File: config.mk
export PLATFORM = sky130hd
export DESIGN_NAME = rs_multi_issue
export DESIGN_NICKNAME = d
export VERILOG_FILES = /design/src/rtl/rs_multi_issue.sv
export SDC_FILE = /design/constraint.sdc
export NUM_CORES = 2
export LEC_CHECK = 0
export CAP_MARGIN = 10
export CORE_MARGIN = 3
export CORE_UTILIZATION = 41
export CTS_CLUSTER_DIAMETER = 40
export DETAILED_ROUTE_END_ITERATION = 10
export PLACE_DENSITY_LB_ADDON = 0.3
export SKIP_LAST_GASP = 1
export SYNTH_ARGS = -nofsm -noshare
export SYNTH_HDL_FRONTEND = slang
export SYNTH_SLANG_ARGS = --single-unit
File: constraint.sdc
create_clock -name clock -period 7.4 [get_ports clock]
set_input_delay 2.22 -clock clock [delete_from_list [all_inputs] [get_ports clock]]
set_output_delay 2.22 -clock clock [all_outputs]
set_load 0.01 [all_outputs]
File: src/rtl/rs_multi_issue.sv
// rs_multi_issue: reservation station with multi-port CDB wakeup and oldest-ready issue per FU.
// Optional flush port enabled by defining RS_SQUASH_EN.
module rs_multi_issue #(
    parameter int RS_DEPTH   = 16,
    parameter int NUM_FU     = 4,
    parameter int CDB_PORTS  = 2,
    parameter int PHYS_REG_W = 6,
    parameter int OPCODE_W   = 6
) (
    input  logic                             clock,
    input  logic                             reset,
    input  logic                             enable,
    input  logic [OPCODE_W-1:0]              opcode_in,
    input  logic [$clog2(NUM_FU)-1:0]        fu_idx,
    input  logic [PHYS_REG_W-1:0]            dest_tag_in,
    input  logic [PHYS_REG_W-1:0]            tag1_in,
    input  logic [PHYS_REG_W-1:0]            tag2_in,
    input  logic                             tag1_rdy_in,
    input  logic                             tag2_rdy_in,
    input  logic [CDB_PORTS-1:0]             cdb_valid,
    input  logic [CDB_PORTS*PHYS_REG_W-1:0]  cdb_tag,
    input  logic [NUM_FU-1:0]                fu_busy,
`ifdef RS_SQUASH_EN
    input  logic                             squash,
`endif
    output logic [NUM_FU-1:0]                issue_valid,
    output logic [NUM_FU*OPCODE_W-1:0]       opcode_out,
    output logic [NUM_FU*PHYS_REG_W-1:0]     dest_tag_out,
    output logic [NUM_FU*PHYS_REG_W-1:0]     tag1_out,
    output logic [NUM_FU*PHYS_REG_W-1:0]     tag2_out,
    output logic                             full,
    output logic [$clog2(RS_DEPTH):0]        free_cnt
);
    localparam int FW = $clog2(NUM_FU);
    localparam int IW = $clog2(RS_DEPTH);
    localparam int CW = $clog2(RS_DEPTH) + 1;

    logic [RS_DEPTH-1:0]   valid_q, valid_d, rdy1_q, rdy1_d, rdy2_q, rdy2_d;
    logic [OPCODE_W-1:0]   opcode_q [RS_DEPTH];
    logic [OPCODE_W-1:0]   opcode_d [RS_DEPTH];
    logic [FW-1:0]         fu_q [RS_DEPTH];
    logic [FW-1:0]         fu_d [RS_DEPTH];
    logic [PHYS_REG_W-1:0] dest_q [RS_DEPTH];
    logic [PHYS_REG_W-1:0] dest_d [RS_DEPTH];
    logic [PHYS_REG_W-1:0] tag1_q [RS_DEPTH];
    logic [PHYS_REG_W-1:0] tag1_d [RS_DEPTH];
    logic [PHYS_REG_W-1:0] tag2_q [RS_DEPTH];
    logic [PHYS_REG_W-1:0] tag2_d [RS_DEPTH];
    logic [RS_DEPTH-1:0]   older_q [RS_DEPTH];
    logic [RS_DEPTH-1:0]   older_d [RS_DEPTH];
    logic [RS_DEPTH-1:0]   older_t [RS_DEPTH];
    logic [RS_DEPTH-1:0]   elig [NUM_FU];
    logic [RS_DEPTH-1:0]   hit1, hit2, issued;
    logic                  hin1, hin2, sq, accept;
    logic [IW-1:0]         free_idx;

`ifdef RS_SQUASH_EN
    assign sq = squash;
`else
    assign sq = 1'b0;
`endif

    assign free_cnt = CW'(RS_DEPTH) - CW'($countones(valid_q));
    assign full     = (free_cnt == '0);
    assign accept   = enable && !full && !sq;

    always_comb begin
        hit1 = '0;
        hit2 = '0;
        hin1 = 1'b0;
        hin2 = 1'b0;
        for (int p = 0; p < CDB_PORTS; p++) begin
            if (cdb_valid[p]) begin
                for (int i = 0; i < RS_DEPTH; i++) begin
                    hit1[i] = hit1[i] | (cdb_tag[p*PHYS_REG_W +: PHYS_REG_W] == tag1_q[i]);
                    hit2[i] = hit2[i] | (cdb_tag[p*PHYS_REG_W +: PHYS_REG_W] == tag2_q[i]);
                end
                hin1 = hin1 | (cdb_tag[p*PHYS_REG_W +: PHYS_REG_W] == tag1_in);
                hin2 = hin2 | (cdb_tag[p*PHYS_REG_W +: PHYS_REG_W] == tag2_in);
            end
        end
    end

    // older_t[i] lists the entries older than entry i
    always_comb begin
        older_t = '{default: '0};
        elig    = '{default: '0};
        for (int i = 0; i < RS_DEPTH; i++) begin
            for (int j = 0; j < RS_DEPTH; j++) older_t[i][j] = older_q[j][i];
            for (int k = 0; k < NUM_FU; k++)
                elig[k][i] = valid_q[i] && rdy1_q[i] && rdy2_q[i] && (fu_q[i] == FW'(k));
        end
    end

    always_comb begin
        issue_valid  = '0;
        opcode_out   = '0;
        dest_tag_out = '0;
        tag1_out     = '0;
        tag2_out     = '0;
        issued       = '0;
        for (int k = 0; k < NUM_FU; k++) begin
            issue_valid[k] = (|elig[k]) && !fu_busy[k] && !sq;
            for (int i = 0; i < RS_DEPTH; i++) begin
                if (issue_valid[k] && elig[k][i] && !(|(elig[k] & older_t[i]))) begin
                    issued[i] = 1'b1;
                    opcode_out[k*OPCODE_W +: OPCODE_W]     = opcode_q[i];
                    dest_tag_out[k*PHYS_REG_W +: PHYS_REG_W] = dest_q[i];
                    tag1_out[k*PHYS_REG_W +: PHYS_REG_W]     = tag1_q[i];
                    tag2_out[k*PHYS_REG_W +: PHYS_REG_W]     = tag2_q[i];
                end
            end
        end
    end

    always_comb begin
        free_idx = '0;
        for (int i = RS_DEPTH - 1; i >= 0; i--) if (!valid_q[i]) free_idx = IW'(i);
        valid_d  = valid_q & ~issued;
        rdy1_d   = rdy1_q | hit1;
        rdy2_d   = rdy2_q | hit2;
        opcode_d = opcode_q;
        fu_d     = fu_q;
        dest_d   = dest_q;
        tag1_d   = tag1_q;
        tag2_d   = tag2_q;
        older_d  = older_q;
        if (accept) begin
            valid_d[free_idx]  = 1'b1;
            rdy1_d[free_idx]   = tag1_rdy_in | hin1;
            rdy2_d[free_idx]   = tag2_rdy_in | hin2;
            opcode_d[free_idx] = opcode_in;
            fu_d[free_idx]     = fu_idx;
            dest_d[free_idx]   = dest_tag_in;
            tag1_d[free_idx]   = tag1_in;
            tag2_d[free_idx]   = tag2_in;
            older_d[free_idx]  = '0;
            for (int i = 0; i < RS_DEPTH; i++) older_d[i][free_idx] = valid_q[i];
        end
        if (sq) valid_d = '0;
    end

    always_ff @(posedge clock or negedge reset) begin
        if (!reset) begin
            valid_q <= '0;
            rdy1_q  <= '0;
            rdy2_q  <= '0;
            for (int i = 0; i < RS_DEPTH; i++) begin
                opcode_q[i] <= '0;
                fu_q[i]     <= '0;
                dest_q[i]   <= '0;
                tag1_q[i]   <= '0;
                tag2_q[i]   <= '0;
                older_q[i]  <= '0;
            end
        end else begin
            valid_q  <= valid_d;
            rdy1_q   <= rdy1_d;
            rdy2_q   <= rdy2_d;
            opcode_q <= opcode_d;
            fu_q     <= fu_d;
            dest_q   <= dest_d;
            tag1_q   <= tag1_d;
            tag2_q   <= tag2_d;
            older_q  <= older_d;
        end
    end
endmodule

==> results of run 1 <==
per-layer routing:
layer	global-route usage (%)	overflow
met4	67.2	204
met3	55.7	6
met2	87.7	208
met1	76.2	3
met5	16.6	0
per-stage QoR:
step	setup WS [ns]	utilization, %	TNS (ns)
after detailed placement	-0.829	50.3	-21.34
after CTS	-0.246	55.8	-1.33
after floorplan	0.595	-	0
after global placement	-0.845	50.3	-23.21
cells by family after synthesis:
family	synth area share, %
mux	2.37
fa+ha+maj	0.649
simple gates	24.0
xor+xnor	6.50
compound gates	26.8
buf+inv	7.05
flops	32.7
synth_stat cells, drive strengths merged (60+ instances only):
| cell type | number | area [sq um] |
|---|---|---|
| xnor2 | 205 | 1800 |
| nand2 | 1241 | 4660 |
| nor3b | 87 | 658 |
| o21ai | 358 | 1790 |
| mux2 | 107 | 1200 |
| a221oi | 146 | 1280 |
| nand4 | 168 | 1060 |
| a21oi | 153 | 766 |
| a22oi | 258 | 1940 |
| o22ai | 141 | 882 |
| a22o | 143 | 1250 |
| nor4 | 107 | 733 |
| clkbuf | 645 | 2430 |
| dfrtp | 720 | 18000 |
| nand3 | 203 | 1040 |
| a221o | 68 | 681 |
| nor3 | 100 | 500 |
| nor2 | 372 | 1410 |
| and3 | 155 | 970 |
| xor2 | 204 | 1790 |
| a21o | 60 | 450 |
| buf | 207 | 1000 |
| inv | 120 | 450 |
| o211ai | 70 | 526 |
timing repair:
action                     4_1_cts
pin swaps                       83
setup endpoints to repair       99
gates resized for setup        412
gates cloned                     5
hold buffers                     0
setup buffers                   30
==> results.py, run 1 <==
metrics = {
    "outcome": {
        "status": "aborted with a tool error",
        "haltStage": "5_1_grt",
        "tool.error": "[ERROR GRT-0116] Global routing finished with congestion. Check the congestion regions in the DRC Viewer.",
    },
    "cts": {
        "cts-root-buf": "clkbuf_16",
        "htreeDepth": 4,
        "cts_max_path_buffers": 3,
        "clock_sinks": 720,
        "cts_buffers": 144,
    },
    "die": {
        "io_pins": 155,
        "rows": 133,
        "start_util_pct": 41.6,
        "die_w_um": 373,
        "die_h_um": 373,
    },
    "logic_synthesis": {
        "synth_warnings": 0,
        "synth_fp_nets": 7032,
        "synth_edf_count": 0,
        "ys_ff_latch": 720,
        "yosysSeqAreaShare_pct": 32.7,
        "syn_avg_cell_area_sq_um": 7.92,
        "netlist_instances": 6961,
        "synth-main-ff-cell": "dfrtp_1",
        "synth_cell_type_count": 103,
        "synth_area_sq_um": 55100,
        "async_reset_ff_share_pct": 100,
    },
    "placement": {
        "port_buffers": 154,
        "dp_cells": 9159,
        "dpl_cell_area_sq_um": 66600,
        "hpwl_um": 342000,
        "finalWeightedCongestion": 1.28,
    },
    "global_routing": {
        "grtUsageTotal_pct": 72.1,
        "overflow": 421,
        "grt_pass1_wl_um": 723000,
        "grt_pass1_vias": 78709,
        "grt_max_degree": 167,
    },
}
==> run 2, diff against run 1 <==
--- a/config.mk
+++ b/config.mk
@@ -7,10 +7,9 @@
 export LEC_CHECK = 0
 export CAP_MARGIN = 10
 export CORE_MARGIN = 3
-export CORE_UTILIZATION = 41
-export CTS_CLUSTER_DIAMETER = 40
+export CORE_UTILIZATION = 26
 export DETAILED_ROUTE_END_ITERATION = 10
-export PLACE_DENSITY_LB_ADDON = 0.3
+export PLACE_DENSITY_LB_ADDON = 0.15
 export SKIP_LAST_GASP = 1
 export SYNTH_ARGS = -nofsm -noshare
 export SYNTH_HDL_FRONTEND = slang
==> run 2 against run 1 <==
Effect of this change:
- the flow now finishes, with violations (negative setup slack)
- synthesized cell count unchanged
- area after synthesis is the same
==> results.py, run 2 <==
metrics = {
    "logic_synthesis": {
        "ys_ff_latch": 720,
        "synth_cell_type_count": 103,
        "syn_avg_cell_area_sq_um": 7.92,
        "synth-main-ff-cell": "dfrtp_1",
        "synth_commonest_cells": "nand2_1, dfrtp_1, clkbuf_1, nor2_1, o21ai_0",
        "synthMuxAreaShare_pct": 2.37,
        "synth_compound_area_share_pct": 26.8,
        "async_reset_ff_share_pct": 100,
        "netlist_instances": 6961,
        "synth_adder_area_share_pct": 0.649,
        "synth_fp_nets": 7032,
        "synthSimpleGateAreaFrac_pct": 24.0,
        "yosysSeqAreaShare_pct": 32.7,
        "synth-xor-area-share_pct": 6.50,
        "synthMostInstantiatedCell": "nand2_1",
        "synth_top_family_by_area": "compound AO/OA/AOI/OAI gates",
        "synth_area_sq_um": 55100,
        "synth_area_leader_cell": "dfrtp_1",
        "synth_warnings": 0,
        "synth.area.top_cells": "dfrtp_1, nand2_1, clkbuf_1, a22oi_1, xnor2_1",
        "synth_edf_count": 0,
        "synth_top_area_share_pct": 32.7,
    },
    "setup_path": {
        "worstSetupPathType": "register to primary output",
        "reg2reg_from": "valid_q[13]",
        "cp_max_fo": 8,
        "endpoint_kind": "primary output",
        "reg2reg_to": "rdy1_q[6]",
        "cp-start-kind": "register",
        "rrSetupSlack_ns": 0.48,
        "arrival_ns": 5.32,
        "critPathRequiredTime_ns": 5.18,
        "worstRegToRegCells": 22,
    },
    "drt": {
        "via_per_inst": 6.77,
        "drcViolationCount": 0,
        "dr.pass1.iters": 7,
        "antenna_left": 0,
        "vias": 70908,
        "wirelength_um": 520000,
        "drt_iter0_markers": 11802,
        "wl_per_cell_um": 49.7,
    },
    "cells_and_area": {
        "n_fill_cell": 21910,
        "post-route-util_pct": 35.2,
        "area_delta_synth_final_pct": 34.2,
        "multi_input_area_sq_um": 35100,
        "drive_above_1_share_pct": 24.7,
        "regArea_sq_um": 18000,
        "design_area_sq_um": 74000,
        "final_cell_mix": "nand2_1, buf_4, dfrtp_1, nor2_1, o21ai_0",
        "layout_commonest_cell": "nand2_1",
        "largest_register_ffs": 240,
        "registers.top_by_ff_count": "older_q",
        "nets": 7612,
    },
    "flow_run": {
        "max-cap-violations": 0,
    },
    "cts": {
        "clock_sinks": 720,
        "cts_tree": "yes",
        "clock_latency_ns": 0.80,
        "hold_buffers": 0,
        "clkTransAtPathRegs_ns": 0.06,
        "htreeDepth": 3,
        "cts_max_path_buffers": 3,
        "cts_buffers": 98,
        "cts-root-buf": "clkbuf_16",
    },
    "placement": {
        "dpl_cell_area_sq_um": 68100,
        "hpwl_um": 386000,
        "port_buffers": 154,
        "finalWeightedCongestion": 1.07,
    },
    "sta": {
        "finalCritPeriodShare_pct": 102,
        "setup_viol": 9,
        "final.setup_skew_ns": 0.0562,
        "fin_ws_ns": -0.137,
        "slew_headroom_pct": 7.44,
        "rsz0062_at_grt": "yes",
        "hold_ws_ns": 0.557,
        "fin_crit_ns": 7.54,
        "fmax_mhz": 133,
        "worst_pin_slew_ns": 1.39,
        "slew_viol_final": 0,
        "setup_tns_ns": -0.511,
        "final_hold_viol_count": 0,
    },
    "min_path": {
        "hold_depth": 2,
        "hold_class": "register to register",
        "hp-start": "fu_q[19]",
        "hold_end": "fu_q[19]",
    },
    "die": {
        "die_w_um": 466,
        "core_area_sq_um": 210000,
        "rows": 168,
        "die_h_um": 466,
        "start_util_pct": 26.2,
        "io_pins": 155,
        "die_area_sq_um": 218000,
    },
    "power_and_ir_drop": {
        "peakVddDrop_mv": 1.09,
        "leakagePower_nw": 32.6,
        "p_per_area_nw_per_um2": 387,
    },
    "global_routing": {
        "grtUsageTotal_pct": 46.1,
        "overflow": 0,
        "grt_max_degree": 136,
        "grt_pass1_vias": 66131,
        "antenna_found_initial": 62,
        "grt_pass1_wl_um": 671000,
    },
    "outcome": {
        "violations": "negative setup slack",
        "status": "complete, but fails checks",
    },
}
run 2: layer usage:
layer / track usage (%) / up-vias / wire [um]
met5: 0.0220 / - / 162
met1: 57.1 / 36020 / 200000
met4: 33.5 / 26 / 48500
li1: - / 26921 / -
met2: 65.8 / 6172 / 209000
met3: 16.2 / 1769 / 63000
run 2: cell type report:
type	instances	share of cell area, %
Tap cell	2805	4.74
Clock inverter	49	0.969
Clock buffer	132	3.75
Multi-Input combinational cell	5268	47.5
Timing Repair Buffer	1332	17.9
Inverter	121	0.617
Sequential cell	720	24.4
Antenna cell	44	0.149
run 2: cells by family after synthesis:
logic type | Yosys count
buffers and inverters | 973
multiplexers | 117
AND/OR/NAND/NOR | 2729
flip-flops | 720
XOR/XNOR | 409
AO/OA/AOI/OAI | 1991
adder cells (fa/ha/maj) | 22
run 2: worst max path at each step:
stage | depth (start not counted) | startpoint | to | slack (ns)
after floorplan | 15 | valid_q[5] | full | 0.59
after global placement | 13 | fu_busy[3] | dest_tag_out[22] | -0.85
after detailed placement | 13 | fu_busy[3] | dest_tag_out[22] | -0.91
after CTS | 17 | valid_q[9] | dest_tag_out[19] | -0.25
after global routing | 16 | valid_q[10] | full | -0.31
final | 18 | rdy1_q[6] | dest_tag_out[19] | -0.14
run 2: critical path, cell delays in order, from the launching register on:
cell and delay [ns]:
dfrtp_1 0.46, buf_4 0.23, nand4_1 0.11, buf_4 0.18
nor2_1 0.10, buf_4 0.20, buf_4 0.28, buf_4 0.24
a22oi_1 0.08, and4_1 0.26, and2_1 0.26, or3_1 0.34
o21a_1 0.24, buf_4 0.22, nor4_2 0.42, buf_4 0.20
a211oi_4 0.04, buf_4 0.14, clkdlybuf4s50_1 0.48
run 2: power breakdown:
part / switching [W] / leakage [nW] / internal, W
Clock: 0.00224 / 1.71 / 0.00313
Combinational: 0.0101 / 21.6 / 0.00547
Sequential: 0.00282 / 9.35 / 0.00487
Total: 0.0152 / 32.6 / 0.0135
run 2: timing repair:
action                                 4_1_cts  5_1_grt
endpoints found under the hold margin        0        0
buffers inserted                            41       23
setup endpoints to repair                   99       71
gates cloned                                 3        2
pin swaps                                   73       41
gates resized for setup                    439       91
run 2: stage by stage:
step	setup slack [ns]	cells	total power, W
floorplan	0.595	6961	0.0121
global placement	-0.848	10183	0.0218
detailed placement	-0.908	10183	0.0218
CTS	-0.248	10401	0.0276
global route	-0.305	10432	0.0290
finish	-0.137	10471	0.0287
Note: power is estimated with default switching activity, not from simulation.
